===== src/rtl/backprop_pkg.sv =====
// ---------------------------------------------------------------------------
// backprop_pkg
// Shared definitions for the backprop sequencer slice:
//   - state_t  : sequencer FSM states (IDLE, COST, UPDATE, DONE)
//   - index_t  : 32-bit unsigned layer/row index
//   - SIZE, LAYER_COUNT : default geometry (rows per layer, number of layers)
//   - is_beat_state() : true for states that present a beat to the consumer
// ---------------------------------------------------------------------------
package backprop_pkg;

    localparam int SIZE        = 3;
    localparam int LAYER_COUNT = 2;

    typedef logic [31:0] index_t;

    typedef enum logic [1:0] {
        ST_IDLE   = 2'd0,
        ST_COST   = 2'd1,
        ST_UPDATE = 2'd2,
        ST_DONE   = 2'd3
    } state_t;

    function automatic logic is_beat_state(input state_t s);
        return (s == ST_COST) || (s == ST_UPDATE);
    endfunction

endpackage


===== src/rtl/backprop_sequencer_if.sv =====
// ---------------------------------------------------------------------------
// backprop_sequencer_if
// Handshake/beat bundle between a requester (master) and the sequencer (slave).
//   start          : master -> slave, request one full pass
//   advance        : master -> slave, consumer ready / retire current beat
//   busy, done     : slave -> master, pass status
//   is_update, backprop_cost, is_cost_layer,
//   w_layer_index, w_row_index : slave -> master, current beat
// ---------------------------------------------------------------------------
interface backprop_sequencer_if;
    import backprop_pkg::*;

    logic   start;
    logic   advance;
    logic   busy;
    logic   done;
    logic   is_update;
    logic   backprop_cost;
    logic   is_cost_layer;
    index_t w_layer_index;
    index_t w_row_index;

    modport master (
        output start, advance,
        input  busy, done, is_update, backprop_cost, is_cost_layer,
               w_layer_index, w_row_index
    );

    modport slave (
        input  start, advance,
        output busy, done, is_update, backprop_cost, is_cost_layer,
               w_layer_index, w_row_index
    );

endinterface


===== src/rtl/backprop_index_counter.sv =====
// ---------------------------------------------------------------------------
// backprop_index_counter
// Row/layer counter pair walked by the sequencer.
//   clk, rst_n : clock, asynchronous active-low reset
//   clear      : force both indices to 0 (highest priority)
//   load       : start a pass: layer = layer_count-1, row = 0
//   step       : retire one beat: row increments; at row size-1 the row
//                wraps to 0 and the layer decrements
//   row, layer : current indices
//   last_row   : row == size-1
//   last_beat  : last row of layer 0 (final beat of a pass)
// ---------------------------------------------------------------------------
module backprop_index_counter
    import backprop_pkg::*;
#(
    parameter int size        = SIZE,
    parameter int layer_count = LAYER_COUNT
) (
    input  logic   clk,
    input  logic   rst_n,
    input  logic   clear,
    input  logic   load,
    input  logic   step,
    output index_t row,
    output index_t layer,
    output logic   last_row,
    output logic   last_beat
);

    localparam index_t ROW_LAST  = index_t'(size - 1);
    localparam index_t LAYER_TOP = index_t'(layer_count - 1);

    index_t row_reg;
    index_t layer_reg;

    always_ff @(posedge clk or negedge rst_n) begin
        if (!rst_n) begin
            row_reg   <= '0;
            layer_reg <= '0;
        end else if (clear) begin
            row_reg   <= '0;
            layer_reg <= '0;
        end else if (load) begin
            row_reg   <= '0;
            layer_reg <= LAYER_TOP;
        end else if (step) begin
            if (row_reg == ROW_LAST) begin
                row_reg <= '0;
                // The sequencer leaves UPDATE before layer 0 wraps; the guard
                // keeps the index from ever underflowing regardless.
                if (layer_reg != '0) begin
                    layer_reg <= layer_reg - index_t'(1);
                end
            end else begin
                row_reg <= row_reg + index_t'(1);
            end
        end
    end

    assign row       = row_reg;
    assign layer     = layer_reg;
    assign last_row  = (row_reg == ROW_LAST);
    assign last_beat = (row_reg == ROW_LAST) && (layer_reg == '0);

endmodule


===== src/rtl/backprop_sequencer.sv =====
// ---------------------------------------------------------------------------
// backprop_sequencer
// Walks one backprop pass per start request: size beats of the cost layer
// (layer_count-1), then size beats of every lower layer down to layer 0,
// then a single-cycle done pulse. Each beat is held until advance=1.
//   clk   : clock
//   rst_n : asynchronous active-low reset; abandons any pass in flight
//   bus   : backprop_sequencer_if.slave (start/advance in, beat/status out)
// All outputs come straight from registers.
// ---------------------------------------------------------------------------
module backprop_sequencer
    import backprop_pkg::*;
#(
    parameter int size        = SIZE,
    parameter int layer_count = LAYER_COUNT
) (
    input  logic                 clk,
    input  logic                 rst_n,
    backprop_sequencer_if.slave  bus
);

    state_t state_reg;
    state_t state_next;

    logic   busy_reg;
    logic   done_reg;
    logic   is_update_reg;
    logic   cost_phase_reg;

    logic   cnt_clear;
    logic   cnt_load;
    logic   cnt_step;
    index_t row_index;
    index_t layer_index;
    logic   last_row;
    logic   last_beat;

    backprop_index_counter #(
        .size        (size),
        .layer_count (layer_count)
    ) u_index_counter (
        .clk       (clk),
        .rst_n     (rst_n),
        .clear     (cnt_clear),
        .load      (cnt_load),
        .step      (cnt_step),
        .row       (row_index),
        .layer     (layer_index),
        .last_row  (last_row),
        .last_beat (last_beat)
    );

    always_comb begin
        state_next = state_reg;
        cnt_clear  = 1'b0;
        cnt_load   = 1'b0;
        cnt_step   = 1'b0;
        case (state_reg)
            ST_IDLE: begin
                if (bus.start) begin
                    state_next = ST_COST;
                    cnt_load   = 1'b1;
                end
            end
            ST_COST: begin
                if (bus.advance) begin
                    if (last_row && (layer_count == 1)) begin
                        state_next = ST_DONE;
                        cnt_clear  = 1'b1;
                    end else begin
                        // Wrapping out of the cost layer lands on layer_count-2.
                        if (last_row) begin
                            state_next = ST_UPDATE;
                        end
                        cnt_step = 1'b1;
                    end
                end
            end
            ST_UPDATE: begin
                if (bus.advance) begin
                    if (last_beat) begin
                        state_next = ST_DONE;
                        cnt_clear  = 1'b1;
                    end else begin
                        cnt_step = 1'b1;
                    end
                end
            end
            ST_DONE: begin
                // start is deliberately not looked at here: no queued pass.
                state_next = ST_IDLE;
                cnt_clear  = 1'b1;
            end
            default: begin
                state_next = ST_IDLE;
                cnt_clear  = 1'b1;
            end
        endcase
    end

    // Flags are registered from the next state so they line up with the
    // counter values loaded on the same edge.
    always_ff @(posedge clk or negedge rst_n) begin
        if (!rst_n) begin
            state_reg      <= ST_IDLE;
            busy_reg       <= 1'b0;
            done_reg       <= 1'b0;
            is_update_reg  <= 1'b0;
            cost_phase_reg <= 1'b0;
        end else begin
            state_reg      <= state_next;
            busy_reg       <= (state_next != ST_IDLE);
            done_reg       <= (state_next == ST_DONE);
            is_update_reg  <= is_beat_state(state_next);
            cost_phase_reg <= (state_next == ST_COST);
        end
    end

    assign bus.busy          = busy_reg;
    assign bus.done          = done_reg;
    assign bus.is_update     = is_update_reg;
    // Cost-phase beats are exactly the beats that address the cost layer.
    assign bus.backprop_cost = cost_phase_reg;
    assign bus.is_cost_layer = cost_phase_reg;
    assign bus.w_layer_index = layer_index;
    assign bus.w_row_index   = row_index;

endmodule


===== src/flat_wrapper.sv =====
// flat-port wrapper written by rule: the top's interface ports become plain ports
module backprop_sequencer_flat import backprop_pkg::*;
#(
    parameter int size        = SIZE,
    parameter int layer_count = LAYER_COUNT
)
  (clk, rst_n, bus_start, bus_advance, bus_busy, bus_done, bus_is_update, bus_backprop_cost, bus_is_cost_layer, bus_w_layer_index, bus_w_row_index);
  backprop_sequencer_if bus_i ();
  input  logic clk;
  input  logic rst_n;
  input wire logic [$bits(bus_i.start)-1:0] bus_start;
  input wire logic [$bits(bus_i.advance)-1:0] bus_advance;
  output wire logic [$bits(bus_i.busy)-1:0] bus_busy;
  output wire logic [$bits(bus_i.done)-1:0] bus_done;
  output wire logic [$bits(bus_i.is_update)-1:0] bus_is_update;
  output wire logic [$bits(bus_i.backprop_cost)-1:0] bus_backprop_cost;
  output wire logic [$bits(bus_i.is_cost_layer)-1:0] bus_is_cost_layer;
  output wire logic [$bits(bus_i.w_layer_index)-1:0] bus_w_layer_index;
  output wire logic [$bits(bus_i.w_row_index)-1:0] bus_w_row_index;
  assign bus_i.start = bus_start;
  assign bus_i.advance = bus_advance;
  assign bus_busy = bus_i.busy;
  assign bus_done = bus_i.done;
  assign bus_is_update = bus_i.is_update;
  assign bus_backprop_cost = bus_i.backprop_cost;
  assign bus_is_cost_layer = bus_i.is_cost_layer;
  assign bus_w_layer_index = bus_i.w_layer_index;
  assign bus_w_row_index = bus_i.w_row_index;
  backprop_sequencer #(.size(size), .layer_count(layer_count)) u_core (.clk(clk), .rst_n(rst_n), .bus(bus_i));
endmodule

===== config.mk =====
export PLATFORM = sky130hd
export DESIGN_NAME = backprop_sequencer_flat
export DESIGN_NICKNAME = d
export VERILOG_FILES = /design/src/rtl/backprop_pkg.sv /design/src/rtl/backprop_sequencer_if.sv /design/src/rtl/backprop_index_counter.sv /design/src/rtl/backprop_sequencer.sv /design/src/flat_wrapper.sv
export SDC_FILE = /design/constraint.sdc
export NUM_CORES = 1
export LEC_CHECK = 0
export ABC_CLOCK_PERIOD_IN_PS = 3100
export CORE_MARGIN = 5
export CORE_UTILIZATION = 32
export CTS_BUF_LIST = sky130_fd_sc_hd__clkbuf_16
export CTS_CLUSTER_SIZE = 30
export DETAILED_ROUTE_END_ITERATION = 12
export MAX_ROUTING_LAYER = met4
export PLACE_DENSITY = 0.6
export SKIP_CTS_REPAIR_TIMING = 1
export SLEW_MARGIN = 25
export SYNTH_ARGS = -nofsm -noshare
export SYNTH_HDL_FRONTEND = slang
export SYNTH_SLANG_ARGS = --single-unit

===== constraint.sdc =====
create_clock -name clk -period 3.1 [get_ports clk]
set_input_delay 0.465 -clock clk [delete_from_list [all_inputs] [get_ports clk]]
set_output_delay 0.465 -clock clk [all_outputs]
set_load 0.1 [all_outputs]

# Yosys cells after proc, flatten, opt, wreduce, memory -nomap -nowiden
# Index checks and enable logic that the tools add are counted.
dict set report word_totals {
  output_inout_bits 69
  register_bits 70
  elab_cells 50
}
dict set report classes {
  n_eq_ne 7
  n_reduce_logical 10
  add_sub_neg 2
  mux 24
}
# operator count
set ops {}
lappend ops {{$mux W32} 9}
lappend ops {{$add A32 B1 Y32 const B} 1}
lappend ops {{$eq A32 B2 Y1 const B} 1}
lappend ops {{$logic_not A32 Y1} 1}
lappend ops {{$reduce_bool A32 Y1} 1}
lappend ops {{$sub A32 B1 Y32 const B} 1}
lappend ops {{$mux W2} 5}
lappend ops {{$reduce_bool A3 Y1} 3}
lappend ops {{$eq A2 B2 Y1 const B} 4}
lappend ops {{$pmux W2 S4} 1}
lappend ops {{$mux W1} 7}
lappend ops {{$eq A2 B1 Y1 const B} 2}
lappend ops {{$pmux W1 S2} 2}
lappend ops {{$reduce_and A3 Y1} 1}
lappend ops {{$logic_not A2 Y1} 1}
lappend ops {{$reduce_bool A2 Y1} 1}
lappend ops {{$logic_and A1 B1 Y1} 1}
lappend ops {{$logic_or A1 B1 Y1} 1}

# Depth between registers and ports, before layout
dict set report logic_depth {
  ltp_word 8
  depth_mapped 11
}

# Cells and area by module
# A second synthesis with hierarchy kept.
dict set report unflattened {
  cells_unflattened 405
  hier_area_um2 3812.4
}
# module area_each_um2 cells_per_inst seq_area_each_um2 instances
set by_module_without_submodules {}
lappend by_module_without_submodules {backprop_index_counter 3430.8 370 1601.5 1}
lappend by_module_without_submodules {backprop_sequencer 381.6 35 150.1 1}

# Least setup slack after synthesis
# Ideal clock, no wire load.
dict set report synth_timing {
  path_type {register -> register}
  from {register u_core.u_index_counter.row_reg[1], in the netlist u_core.u_index_counter.row[1]}
  to {register u_core.is_update_reg, in the netlist u_core.bus.is_update}
  path_stages_with_launch 9
  synth_period_minus_slack_ps 3158
  path_slack_ps -58
  arrival_time_ps 3032
  cell_sequence {dfrtp_1 -> ha_1 -> nor4b_1 -> nand4_1 -> nor3_1 -> a21oi_1 -> a2111oi_0 -> a21o_1 -> ha_1}
}
dict set report synth_via {
  elab_chain_cells 7
}
# element line_no
set synth_rtl {}
lappend synth_rtl {{start: declaration} backprop_index_counter.sv:33} ;# index_t row_reg;
lappend synth_rtl {{start signal: assignment} backprop_index_counter.sv:55} ;# row_reg <= row_reg + index_t'(1);
lappend synth_rtl {{$eq A32 B2 Y1 (*)} {backprop_index_counter.sv:62, backprop_index_counter.sv:63}}
lappend synth_rtl {{$logic_and A1 B1 Y1} backprop_index_counter.sv:63} ;# assign last_beat = (row_reg == ROW_LAST) && (layer_reg == '0);
lappend synth_rtl {{$mux W2} backprop_sequencer.sv:81} ;# if (last_beat) begin
lappend synth_rtl {{$mux W2} backprop_sequencer.sv:80} ;# if (bus.advance) begin
lappend synth_rtl {{$pmux W2 S4 (*)} backprop_sequencer.sv:58} ;# case (state_reg)
lappend synth_rtl {{$eq A2 B1 Y1 / $eq A2 B2 Y1 (equally long branches)} backprop_pkg.sv:24} ;# return (s == ST_COST) || (s == ST_UPDATE);
lappend synth_rtl {{$logic_or A1 B1 Y1 (*)} backprop_pkg.sv:24}
lappend synth_rtl {{end signal: assignment} backprop_sequencer.sv:114} ;# is_update_reg <= is_beat_state(state_next);
lappend synth_rtl {{end: declaration} backprop_sequencer.sv:27} ;# logic is_update_reg;
# Every way passes the cells marked *; elsewhere a longest branch is shown, timed or not.
# A chain may end at the register's enable or synchronous reset.

# Final worst setup path
dict set report layout_timing {
  from {register u_core.u_index_counter.layer_reg[6], in the netlist u_core.u_index_counter.layer[6]}
  to {register u_core.u_index_counter.row_reg[3], in the netlist u_core.u_index_counter.row[3]}
}
dict set report layout_via {
  elab_chain_cells 6
}
# element line_no
set layout_rtl {}
lappend layout_rtl {{start: declaration} backprop_index_counter.sv:34} ;# index_t layer_reg;
lappend layout_rtl {{start signal: assignment} backprop_index_counter.sv:52} ;# layer_reg <= layer_reg - index_t'(1);
lappend layout_rtl {{$logic_not A32 Y1 (*)} backprop_index_counter.sv:63}
lappend layout_rtl {{$logic_and A1 B1 Y1 (*)} backprop_index_counter.sv:63}
lappend layout_rtl {{$mux W1} backprop_sequencer.sv:81}
lappend layout_rtl {{$mux W1} backprop_sequencer.sv:80}
lappend layout_rtl {{$pmux W1 S2} backprop_sequencer.sv:58}
lappend layout_rtl {{$reduce_bool A3 Y1 (no line) / $mux W32 (equally long branches)} --}
# Marked as above.

==> impl_metrics.toml <==
[yosys]
synth_edf_count = 0
synth_warnings = 0
synth_top_cell_area_share_pct = 41.99
ys_types = 58
ys_ff_latch = 70
syn_area_um2 = 4172
yosys-top-cells-count = "dfrtp_1 (70), nor2_1 (46), nand3_1 (34)"
syn_area_per_cell_um2 = 9.229
synth_largest_area_cell = "dfrtp_1"
syn_inst = 452
synth-seq-area-share_pct = 41.99
synth_area_leaders = "dfrtp_1 (42%), nor2_1 (4.1%), nand3_1 (4.1%), ha_1 (3.6%), a22o_1 (3.4%)"
yosysMostFrequentCell = "dfrtp_1"
synth-async-reset-ratio_pct = 100.0
synth_fp_nets = 468
synthFlopType = "dfrtp_1"

[worst_setup_path]
critPathRequiredTime_ns = 3.38
reg2reg_depth = 6
cp.arrival_ns = 3.07
criticalPathCategory = "flip-flop to flip-flop"
cp_max_fo = 13
r2r-end = "u_core.u_index_counter.row[3]$_DFFE_PN0P_"
critPathLaunch = "u_core.u_index_counter.layer[6]$_DFFE_PN0P_"
cp-end-kind = "flip-flop"
r2r_start = "u_core.u_index_counter.layer[6]$_DFFE_PN0P_"
r2r_slack_ns = 0.32
cp-endpoint = "u_core.u_index_counter.row[3]$_DFFE_PN0P_"
worstSetupStartpointType = "flip-flop"

[power_and_ir_drop]
p_leak_nw = 2.503
peakVddDrop_mv = 0.3983
powerDensity_nw_per_um2 = 740.7

[timing]
finalSetupViolCount = 0
fin_crit_sh_pct = 89.78
drv_slew = 0
finClkSkew_ns = 0.006900
tightest_slew_ns = 0.6772
rsz0062_at_grt = "false"
setup-tns-final_ns = 0
fmax_mhz = 359.3
slew_headroom_pct = 54.86
worst_slack_ns = 0.3168
fin_crit_ns = 2.783
finalHoldViolCount = 0

[clocking]
cts.sinks = 70
cts_buffers = 9
cts_tree = "built"
root_buffer = "clkbuf_16"
clkTransAtPathRegs_ns = 0.06
clk-insertion-delay-late_ns = 0.34
clock_path_buffers = 2
htreeDepth = 3

[placement]
place_ws_ns = 0.3228
hpwl_mm = 8.891
port-buffer-count = 72
gp_congestion = 0.9006

[detailed_routing]
vias_per_cell = 5.566
first_pass_iters = 5
drt_iter0_drc = 276
wl_mm = 12.27
vias = 3941
ant_nets = 0
drc = 0
wl_per_cell_um = 17.32

[floorplan]
core_um2 = 12720
die_w_um = 124.2
io_pins = 73
rows = 41
dieArea_um2 = 15420
die_h_um = 124.2
initial_utilization_pct = 32.79

[finish]
final_util_pct = 41.50
num-nets-final = 548
fillers = 1313
diodes = 0
drive_gt1_share_pct = 21.83
synthToLayoutAreaGrowth_pct = 26.57

[grt]
use_met1_pct = 22.02
grt_busiest_layer = "met2"
grt_pass1_wl_mm = 19.74
grt-ovfl-total = 0
grt_antenna_before_repair = 0
grt_pass1_vias = 3763
grt_max_degree = 31
gr-usage-all-layers_pct = 16.91
met3_usage_pct = 4.723
met2_usage_pct = 25.84

[worst_hold_path]
hp-class = "input pin to asynchronous set/reset pin"

[run_status]
status = "finished clean"

[flow_run]
max_cap_viol_count = 0
[worst max-delay path: stages (launching register included)]
cell and delay (ns):
dfrtp_1 0.45, nor4_2 0.43, nand4b_1 0.33, or3_1 0.66, o31a_4 0.44, nor2_2 0.23, a22o_1 0.18
[metrics by stage]
step	hold WS [ns]	total power, mW	instances	area (um2)
after floorplan	0.1694	2.382	452	4173
after global placement	0.5251	2.815	693	4975
after detailed placement	0.5425	2.837	693	4975
after CTS	0.1665	3.931	708	5279
after global routing	0.2083	4.117	708	5280
final	0.1595	3.911	708	5280
[area by class of cell]
cell class                      count  area (um2)  area share (%)
Multi-Input combinational cell    350        2268           42.96
Sequential cell                    70        1753           33.20
Timing Repair Buffer               92       705.7           13.36
Clock buffer                        9       225.2           4.265
Tap cell                          172       215.2           4.076
Clock inverter                      6       78.83           1.493
Inverter                            9       33.78          0.6398
[metal layers]
metal  share of wire (%)  vias to the layer above
met5                   0                        -
met1                  46                     1952
met3                 5.7                       14
met4                 1.5                        0
met2                  46                      103
li1                    -                     1872
[power by group]
part | internal, mW | leakage (nW) | switching, mW
logic | 0.490 | 1.40 | 1.28
registers | 0.985 | 0.960 | 0.0791
clock network | 0.691 | 0.148 | 0.388
[placed cells by master, fill, tap and decap left out, types with 15 or more instances in the layout]
master    n
nand3_1  34
xor2_1   16
a22o_1   16
dfrtp_1  69
nand4_1  18
nor2_1   46
nor4_1   20
nor3_1   26
nand2_1  25
a21oi_1  15
buf_4    88
[worst min-delay path by stage]
stage	to	startpoint	depth (start not counted)
2_1_floorplan	u_core.bus.backprop_cost$_DFF_PN0_	rst_n	0
3_3_place_gp	u_core.u_index_counter.row[17]$_DFFE_PN0P_	u_core.u_index_counter.row[17]$_DFFE_PN0P_	1
3_5_place_dp	u_core.u_index_counter.layer[9]$_DFFE_PN0P_	rst_n	1
4_1_cts	u_core.u_index_counter.layer[7]$_DFFE_PN0P_	rst_n	1
5_1_grt	u_core.u_index_counter.layer[7]$_DFFE_PN0P_	rst_n	1
6_report	u_core.u_index_counter.layer[6]$_DFFE_PN0P_	rst_n	1
[cell families after synthesis]
family          after synthesis  share of synthesized area, %
fa+ha+maj                    12                         3.599
mux                           3                        0.7499
flops                        70                         41.99
compound gates               86                         15.27
xor+xnor                     22                         4.619
simple gates                227                         30.11
buf+inv                      32                         3.659
(Power assumes the default switching activity.)
